===== src/rtl/pll_phase_pkg.sv =====
// Shared types and constants for the PLL dynamic phase-shift sequencer.
package pll_phase_pkg;

  typedef enum logic [2:0] {
    StIdle,
    StPllRst,
    StSetup,
    StAssert,
    StWaitDone,
    StFinish
  } state_e;

  localparam logic [2:0] SEL_ALL = 3'b000;
  localparam logic [2:0] SEL_M   = 3'b001;
  localparam logic [2:0] SEL_C0  = 3'b010;
  localparam logic [2:0] SEL_C1  = 3'b011;
  localparam logic [2:0] SEL_C2  = 3'b100;
  localparam logic [2:0] SEL_C3  = 3'b101;
  localparam logic [2:0] SEL_C4  = 3'b110;

  localparam int unsigned DEF_SCAN_DIV     = 8;
  localparam int unsigned DEF_STEP_HOLD    = 2;
  localparam int unsigned DEF_DONE_TIMEOUT = 100;
  localparam int unsigned DEF_ARESET_CYC   = 16;

endpackage


===== src/rtl/pll_scanclk_gen.sv =====
// scanclk divider: scanclk = clk/(2*SCAN_DIV) while enabled, parked low otherwise.
// rise_tick/fall_tick flag the clk cycle whose edge makes scanclk rise/fall.
module pll_scanclk_gen
  import pll_phase_pkg::*;
#(
  parameter int unsigned SCAN_DIV = DEF_SCAN_DIV
) (
  input  logic clk,
  input  logic rst_n,
  input  logic en,
  output logic scanclk,
  output logic rise_tick,
  output logic fall_tick
);

  localparam int unsigned CntW = $clog2(SCAN_DIV);

  logic [CntW-1:0] cnt_q, cnt_d;
  logic            sclk_q, sclk_d;
  logic            wrap;

  always_comb begin
    wrap   = (cnt_q == CntW'(SCAN_DIV - 1));
    cnt_d  = cnt_q;
    sclk_d = sclk_q;
    if (!en) begin
      cnt_d  = '0;
      sclk_d = 1'b0;
    end else if (wrap) begin
      cnt_d  = '0;
      sclk_d = ~sclk_q;
    end else begin
      cnt_d = cnt_q + 1'b1;
    end
  end

  assign rise_tick = en && wrap && !sclk_q;
  assign fall_tick = en && wrap && sclk_q;
  assign scanclk   = sclk_q;

  always_ff @(posedge clk or negedge rst_n) begin
    if (!rst_n) begin
      cnt_q  <= '0;
      sclk_q <= 1'b0;
    end else begin
      cnt_q  <= cnt_d;
      sclk_q <= sclk_d;
    end
  end

endmodule


===== src/rtl/pll_phase_ctrl.sv =====
// Command sequencer for the PLL dynamic phase-shift port (areset, N phase steps).
// Define PLL_PHASE_TRACK_EN to add the signed phase_pos accumulator for sel==000 steps.
module pll_phase_ctrl
  import pll_phase_pkg::*;
#(
  parameter int unsigned SCAN_DIV     = DEF_SCAN_DIV,
  parameter int unsigned STEP_HOLD    = DEF_STEP_HOLD,
  parameter int unsigned DONE_TIMEOUT = DEF_DONE_TIMEOUT,
  parameter int unsigned ARESET_CYC   = DEF_ARESET_CYC
) (
  input  logic        clk,
  input  logic        rst_n,
  input  logic        req_valid,
  output logic        req_ready,
  input  logic        req_areset,
  input  logic [2:0]  req_sel,
  input  logic        req_dir,
  input  logic [7:0]  req_steps,
  output logic        busy,
  output logic        cmd_done,
  output logic        cmd_err,
  input  logic        phase_done,
  output logic        areset,
  output logic [2:0]  phasecounterselect,
  output logic        phaseupdown,
  output logic        phasestep,
`ifdef PLL_PHASE_TRACK_EN
  output logic signed [15:0] phase_pos,
`endif
  output logic        scanclk
);

  localparam int unsigned HoldW = $clog2(STEP_HOLD + 1);
  localparam int unsigned ToW   = $clog2(DONE_TIMEOUT + 1);
  localparam int unsigned ArW   = $clog2(ARESET_CYC + 1);

  state_e           state_q, state_d;
  logic [7:0]       steps_q, steps_d;
  logic [HoldW-1:0] hold_q, hold_d;
  logic [ToW-1:0]   to_q, to_d;
  logic [ArW-1:0]   ar_q, ar_d;
  logic             seen_low_q, seen_low_d;
  logic             done_meta_q, done_sync_q;
  logic             areset_q, areset_d;
  logic             pstep_q, pstep_d;
  logic [2:0]       sel_q, sel_d;
  logic             dir_q, dir_d;
  logic             busy_q, busy_d;
  logic             done_q, done_d;
  logic             err_q, err_d;
  logic             sclk_en, rise_tick, fall_tick;
`ifdef PLL_PHASE_TRACK_EN
  logic signed [15:0] pos_q, pos_d;
`endif

  assign sclk_en = (state_q == StSetup) || (state_q == StAssert) || (state_q == StWaitDone);

  pll_scanclk_gen #(
    .SCAN_DIV(SCAN_DIV)
  ) u_scanclk_gen (
    .clk      (clk),
    .rst_n    (rst_n),
    .en       (sclk_en),
    .scanclk  (scanclk),
    .rise_tick(rise_tick),
    .fall_tick(fall_tick)
  );

  always_comb begin
    state_d    = state_q;
    steps_d    = steps_q;
    hold_d     = hold_q;
    to_d       = to_q;
    ar_d       = ar_q;
    areset_d   = areset_q;
    pstep_d    = pstep_q;
    sel_d      = sel_q;
    dir_d      = dir_q;
    busy_d     = busy_q;
    done_d     = 1'b0;
    err_d      = err_q;
    // A step only counts after phase_done has been observed low since phasestep rose.
    seen_low_d = seen_low_q | ~done_sync_q;
`ifdef PLL_PHASE_TRACK_EN
    pos_d      = pos_q;
`endif
    unique case (state_q)
      StIdle: begin
        if (req_valid) begin
          busy_d = 1'b1;
          err_d  = 1'b0;
          if (req_areset) begin
            areset_d = 1'b1;
            ar_d     = '0;
            state_d  = StPllRst;
          end else begin
            sel_d   = req_sel;
            dir_d   = req_dir;
            steps_d = req_steps;
            state_d = (req_steps == 8'd0) ? StFinish : StSetup;
          end
        end
      end
      StPllRst: begin
        if (ar_q == ArW'(ARESET_CYC - 1)) begin
          areset_d = 1'b0;
          state_d  = StFinish;
`ifdef PLL_PHASE_TRACK_EN
          pos_d    = '0;
`endif
        end else begin
          ar_d = ar_q + 1'b1;
        end
      end
      StSetup: begin
        if (fall_tick) begin
          pstep_d    = 1'b1;
          hold_d     = '0;
          seen_low_d = 1'b0;
          state_d    = StAssert;
        end
      end
      StAssert: begin
        if (!pstep_q) begin
          if (fall_tick) begin
            pstep_d    = 1'b1;
            hold_d     = '0;
            seen_low_d = 1'b0;
          end
        end else begin
          if (rise_tick && (hold_q != HoldW'(STEP_HOLD))) hold_d = hold_q + 1'b1;
          if (fall_tick && (hold_q == HoldW'(STEP_HOLD))) begin
            pstep_d = 1'b0;
            to_d    = '0;
            state_d = StWaitDone;
          end
        end
      end
      StWaitDone: begin
        if (seen_low_q && done_sync_q) begin
          steps_d = (steps_q != 8'd0) ? steps_q - 8'd1 : 8'd0;
          state_d = (steps_q <= 8'd1) ? StFinish : StAssert;
`ifdef PLL_PHASE_TRACK_EN
          if (sel_q == SEL_ALL) pos_d = dir_q ? pos_q + 16'sd1 : pos_q - 16'sd1;
`endif
        end else if (rise_tick) begin
          if (to_q == ToW'(DONE_TIMEOUT - 1)) begin
            err_d   = 1'b1;
            steps_d = 8'd0;
            state_d = StFinish;
          end else begin
            to_d = to_q + 1'b1;
          end
        end
      end
      StFinish: begin
        done_d  = 1'b1;
        busy_d  = 1'b0;
        state_d = StIdle;
      end
      default: state_d = StIdle;
    endcase
  end

  always_ff @(posedge clk or negedge rst_n) begin
    if (!rst_n) begin
      state_q     <= StIdle;
      steps_q     <= '0;
      hold_q      <= '0;
      to_q        <= '0;
      ar_q        <= '0;
      seen_low_q  <= 1'b0;
      done_meta_q <= 1'b0;
      done_sync_q <= 1'b0;
      areset_q    <= 1'b0;
      pstep_q     <= 1'b0;
      sel_q       <= 3'b000;
      dir_q       <= 1'b1;
      busy_q      <= 1'b0;
      done_q      <= 1'b0;
      err_q       <= 1'b0;
`ifdef PLL_PHASE_TRACK_EN
      pos_q       <= '0;
`endif
    end else begin
      state_q     <= state_d;
      steps_q     <= steps_d;
      hold_q      <= hold_d;
      to_q        <= to_d;
      ar_q        <= ar_d;
      seen_low_q  <= seen_low_d;
      done_meta_q <= phase_done;
      done_sync_q <= done_meta_q;
      areset_q    <= areset_d;
      pstep_q     <= pstep_d;
      sel_q       <= sel_d;
      dir_q       <= dir_d;
      busy_q      <= busy_d;
      done_q      <= done_d;
      err_q       <= err_d;
`ifdef PLL_PHASE_TRACK_EN
      pos_q       <= pos_d;
`endif
    end
  end

  assign req_ready          = (state_q == StIdle);
  assign busy               = busy_q;
  assign cmd_done           = done_q;
  assign cmd_err            = err_q;
  assign areset             = areset_q;
  assign phasecounterselect = sel_q;
  assign phaseupdown        = dir_q;
  assign phasestep          = pstep_q;
`ifdef PLL_PHASE_TRACK_EN
  assign phase_pos          = pos_q;
`endif

endmodule


===== config.mk =====
export PLATFORM = sky130hd
export DESIGN_NAME = pll_phase_ctrl
export DESIGN_NICKNAME = d
export VERILOG_FILES = /design/src/rtl/pll_phase_pkg.sv /design/src/rtl/pll_scanclk_gen.sv /design/src/rtl/pll_phase_ctrl.sv
export SDC_FILE = /design/constraint.sdc
export NUM_CORES = 1
export LEC_CHECK = 0
export ABC_AREA = 1
export BUFFER_PORTS_ARGS = -buffer_cell sky130_fd_sc_hd__buf_2
export CORE_MARGIN = 2
export CORE_UTILIZATION = 43
export DETAILED_ROUTE_END_ITERATION = 8
export GPL_TIMING_DRIVEN = 0
export SKIP_CTS_REPAIR_TIMING = 1
export SLEW_MARGIN = 20
export SYNTH_ARGS = -nofsm -noshare
export SYNTH_HDL_FRONTEND = slang
export SYNTH_HIERARCHICAL = 1
export SYNTH_SLANG_ARGS = --single-unit
export TNS_END_PERCENT = 50

===== constraint.sdc =====
create_clock -name clk -period 2.46 [get_ports clk]
set_input_delay 0.492 -clock clk [delete_from_list [all_inputs] [get_ports clk]]
set_output_delay 0.492 -clock clk [all_outputs]
set_load 0.03 [all_outputs]

# Yosys cells after proc, flatten, opt, wreduce, memory -nomap -nowiden
# Index checks and enable logic that the tools add are counted.
totals:
  output_inout_bits: 11
  elab_cells: 137
  ff_bits: 41
classes:
  mux: 57
  magnitude_cmp: 1
  n_reduce_logical: 27
  eq_ne: 26
  add_sub_neg: 5
  bitwise_logic: 4
op_table:
  columns: ["cell", "count"]
  rows:
  - ["two-way mux 8 bit", 6]
  - ["two-way mux 3 bit", 13]
  - ["two-way mux 7 bit", 5]
  - ["inequality test 2 bit (second input constant)", 11]
  - ["two-way mux 1 bit", 17]
  - ["one-hot mux 8 bit (2 select lines)", 1]
  - ["two-way mux 5 bit", 3]
  - ["one-hot mux 3 bit (5 select lines)", 1]
  - ["one-hot mux 7 bit (2 select lines)", 1]
  - ["one-hot mux 1 bit (2 select lines)", 5]
  - ["one-hot mux 5 bit (2 select lines)", 1]
  - ["AND reduction 5 bit", 2]
  - ["nonzero test 2 bit", 5]
  - ["equality test 3 bit (second input constant)", 3]
  - ["<= comparator 8 x 1 -> 1 bit (second input constant)", 1]
  - ["logical NOT 8 bit", 1]
  - ["AND reduction 4 bit", 2]
  - ["nonzero test 8 bit", 1]
  - ["subtractor 8 x 1 -> 8 bit (second input constant)", 1]
  - ["adder 7 x 1 -> 7 bit (second input constant)", 1]
  - ["equality test 7 bit (second input constant)", 1]
  - ["AND reduction 7 bit", 1]
  - ["equality test 3 x 2 -> 1 bit (second input constant)", 2]
  - ["logical AND 1 bit", 6]
  - ["other kinds (19)", 29]

# Depth between registers and ports, before layout
depth:
  word_depth: 9
  depth_mapped: 14

# Cells and area by module
# The synthesis kept the hierarchy.
by_module_without_submodules:
  columns: ["module", "cells_per_inst", "n_inst", "area_per_inst_um2", "seq_area_each_um2"]
  rows:
  - ["pll_phase_ctrl", 305, 1, 2213.4, 927.1]
  - ["pll_scanclk_gen", 20, 1, 180.2, 100.1]

# Worst setup path after synthesis
# Ideal clock, no wire load.
synth_path:
  kind: "register to register"
  start: "reg state_q[1]"
  end: "reg steps_q[5]"
  arrival_time_ps: 1802
  stages_incl_launch_ff: 15
  path_slack_ps: 587
  setup_ps: 71
  path_cell_list: "dfrtp_1 nor2_4 nand2_2 buf_2 nand2_1 nand3_1 inv_1 inv_1 nand2_1 o21ai_0 inv_1 nand3_4 inv_2 nor2_1 nor2_1"
synth_via:
  elab_chain_len: 7
  elab_cells_between_ends: 15
synth_lines:
  columns: ["item", "line", "text"]
  rows:
  - ["from (decl)", "pll_phase_ctrl.sv:37", "state_e state_q, state_d;"]
  - ["from (signal assigned)", "pll_phase_ctrl.sv:167", "state_q <= StIdle;"]
  - ["from (signal assigned)", "pll_phase_ctrl.sv:186", "state_q <= state_d;"]
  - ["equality test 3 x 2 -> 1 bit", "pll_phase_ctrl.sv:56", "assign sclk_en = (state_q == StSetup) || (state_q == StAssert) || (state_q == StWaitDone);"]
  - ["logical OR 1 bit", "pll_phase_ctrl.sv:56", null]
  - ["logical OR 1 bit (*)", "pll_phase_ctrl.sv:56", null]
  - ["named net sclk_en", "pll_phase_ctrl.sv:51", "logic sclk_en, rise_tick, fall_tick;"]
  - ["logical AND 1 bit (*) (2 in a row)", "pll_scanclk_gen.sv:37", "assign rise_tick = en && wrap && !sclk_q;"]
  - ["named net rise_tick", "pll_phase_ctrl.sv:51", null]
  - ["inequality test 3 x 2 -> 1 bit (no source line) (*)", null, null]
  - ["AND reduction 5 bit (no source line) (*)", null, null]
  - ["to (signal assigned)", "pll_phase_ctrl.sv:187", "steps_q <= steps_d;"]
  - ["to (decl)", "pll_phase_ctrl.sv:38", "logic [7:0] steps_q, steps_d;"]
# The timed path passes the listed nets; every way through them passes the cells marked *.
# A chain may end at the register's enable or synchronous reset.

# Final worst setup path
layout_path:
  start: "reg state_q[1]"
  end: "reg steps_q[6]"
# Same word-level chain as after synthesis.

==> key figures <==
Run status
  – Status: finished clean

GRT
  – Vias in the first global route: approximately 1900
  – Met3 Use GR: 0.03908
  – GRT busiest layer: met2
  – Largest net degree at the start of global routing: 42
  – Initial antenna violation count: 0
  – GR Overflow Total: 0
  – First-pass GRT wire length: 8.487 mm
  – Global-route met1 utilization: 0.2489
  – M2 GR Usage: 0.2641
  – Gr usage total: 0.1740

CTS
  – Clk root buf: clkbuf_8
  – H-tree depth: 2
  – Clk Latency, worst-skew pair: 0.30 ns
  – CTS max path bufs: 2
  – Number of buffers created by CTS: 5
  – CTS sink count: between 40 and 50
  – CTS tree: yes
  – Worst-path clk slew: roughly 0.09 ns

Routing
  – Total Wirelength: 4.896 mm
  – Pre-antenna DRT Iters: 4
  – DRC: 0
  – Vias per inst: around 4.8
  – DRT iter0 DRCs: between 100 and 150
  – Routed length per instance: 11.33 um
  – Antenna viol nets, final: 0
  – Via count: just over 2000

Floorplan
  – Die ar.: roughly 6000 um^2
  – Die width: just under 80 um
  – I/O pins: 28
  – Die Ht: ~79 um
  – Starting Density: 0.4401
  – Std cell rows: 27
  – Core area: 5439 um^2

Timing
  – Crit share post-route: 0.8856
  – Fin crit period: approximately 2.2 ns
  – Slack of the critical path: around 0.28 ns
  – Fin. max-slew vios: 0
  – Hold Vio Cnt, Final: 0
  – Unrepaired setup endpoints after global routing: false
  – Fmax: ~0.46 GHz
  – Clock skew: around 0.014 ns
  – Setup TNS: 0 ns
  – Hold_ws: just over 0.3 ns
  – Worst slew margin: 0.3864
  – Measured slew at the worst slew-check pin: roughly 0.9 ns
  – Setup Viol. Count Final: 0

Yosys
  – Seq/Total Area, Yosys: 0.4292
  – Ys async rst share: 1.000
  – Syn Inst Count: around 330
  – Yosys cell types: 32
  – Synth Area per Inst: approximately 7.4 um^2
  – Dominant synthesized flop cell: dfrtp_1
  – Yosys warnings: 6
  – Mapped Area: 2394 um^2
  – Number of synthesized flops with an enable pin: 0
  – Post-synthesis register bit count: between 40 and 50
  – Syn_nets: 350

Setup path
  – Worst Setup Path Type: reg -> reg
  – Crit path launch type: flip-flop
  – CP required: 2.69 ns
  – Critical Path Fanout Max: 10
  – Crit end category: flip-flop
  – CP Data Arrival Time: 2.41 ns

Job
  – Max cap viols: 0

Power and ir drop
  – Max VDD drop: about 0.5 mV
  – Static Leak: between 1 and 1.5 nW
  – Pwr/cell area: between 900 and 1000 nW/um^2

Finish
  – Most frequent cells in the layout: 102 x nand2_1, 54 x nor2_1, 40 x dfrtp_1
  – Finished Cell Area: ~2700 um^2
  – # diodes: 0
  – Non-filler cells in the finished layout: around 430
  – Synthesis-to-finish area growth: 13.38%
  – Most common cell after layout, fill and taps aside: nand2_1
  – Fillers: approximately 570
  – Net count reported at finish: about 380
  – Layout cells sized above 1: 0.1556

Place
  – Placement Cell Area: ~2600 um^2
  – PortBufs: 27
  – HPWL after DPL: between 3 and 4 mm
  – GPL Wtd Cong: between 0.8 and 0.9
  – Post-place setup slack: roughly 0.18 ns
  – Inst Count DP: roughly 420

Min path
  – Min-delay worst type: in -> reg
-- per-stage QoR --
| step | power, W | utilization |
|---|---|---|
| 3_3_place_gp | 0.002247 | 0.4815 |
| 2_1_floorplan | 0.001972 | - |
| 4_1_cts | 0.002732 | 0.4976 |
| 5_1_grt | 0.002976 | 0.4990 |
| 3_5_place_dp | 0.002275 | 0.4815 |
| 6_report | 0.002711 | 0.4990 |
-- critical path, stage by stage (launching register included) --
cell	delay, ns
dfrtp_1	0.46
nor2_4	0.18
nand2_2	0.12
clkbuf_4	0.22
nand2_2	0.13
nand3_1	0.11
inv_1	0.09
inv_1	0.06
nand2_1	0.09
o21ai_0	0.08
inv_1	0.15
nand3_4	0.14
inv_4	0.14
nor2_1	0.05
nor2_1	0.10
-- power by group --
part | total, W | switching (W) | internal [W] | leakage, nW
Combinational | 0.00124 | 0.000818 | 0.000426 | 0.849
Sequential | 0.00102 | 0.000156 | 0.000864 | 0.519
Clock | 0.000447 | 0.000246 | 0.000200 | 0.0374
Total | 0.00271 | 0.00122 | 0.00149 | 1.41
-- per-layer routing --
metal,wire [um],part of all wire
met5,0,0
met2,2133,0.44
met4,47,0.0096
met1,2526,0.52
met3,188,0.038
-- path summary, 6_finish.rpt --
path	from	end	slack (ns)	cells after the start
max	state_q[1]	steps_q[6]	0.28	14
min	phase_done	done_meta_q	0.30	1
max reg2reg	state_q[1]	steps_q[6]	0.28	14
min reg2reg	done_meta_q	done_sync_q	0.35	0
max in group asynchronous	rst_n	steps_q[0]	1.55	1
min in group asynchronous	rst_n	u_scanclk_gen/cnt_q[0]	0.33	1
-- synthesized netlist by cell type (2+ instances only) --
| cell | instances | share of area |
|---|---|---|
| ha_1 | 8 | 0.042 |
| xnor2_1 | 2 | 0.0073 |
| mux2_2 | 4 | 0.019 |
| nand2_2 | 4 | 0.010 |
| inv_1 | 39 | 0.061 |
| xor2_1 | 5 | 0.018 |
| a21oi_1 | 5 | 0.010 |
| o21ai_1 | 2 | 0.0042 |
| nor3_1 | 3 | 0.0063 |
| dfrtp_1 | 40 | 0.42 |
| nand2_1 | 103 | 0.16 |
| nand3b_1 | 2 | 0.0063 |
| nand3_1 | 16 | 0.033 |
| nor2_4 | 2 | 0.0094 |
| o21bai_1 | 2 | 0.0063 |
| o21ai_0 | 13 | 0.027 |
| nand4_1 | 5 | 0.013 |
| inv_2 | 3 | 0.0047 |
| nor2_1 | 54 | 0.085 |
-- final cells by class --
cell class	instances	area [um^2]	share of cell area
clock inverters	2	15.01	0.005533
multi-input cells	240	1199	0.4417
flip-flops and latches	41	1027	0.3785
inverters	42	160.2	0.05901
repair buffers	27	135.1	0.04979
plain buffers	2	15.01	0.005533
clock buffers	6	72.57	0.02674
well taps	72	90.09	0.03320
-- flip-flops by register name (all words and copies together) (netlist names) --
signal / count
areset: 1
seen_low_q: 1
done_meta_q: 1
cmd_done: 1
hold_q: 2
u_scanclk_gen/scanclk: 1
to_q: 7
phaseupdown: 1
u_scanclk_gen/cnt_q: 3
busy: 1
cmd_err: 1
ar_q: 5
phasestep: 1
state_q: 3
phasecounterselect: 3
done_sync_q: 1
steps_q: 8
-- cell families (layout without fill, tap and decap cells) --
group / after synthesis / count (layout) / synth area share
buf+inv: 44 / 79 / 0.07109
flops: 41 / 41 / 0.4292
xor+xnor: 7 / 7 / 0.02561
fa+ha+maj: 8 / 8 / 0.04182
simple gates: 194 / 194 / 0.3466
compound gates: 27 / 27 / 0.06691
mux: 4 / 4 / 0.01882
Note: power is estimated with default switching activity, not from simulation.
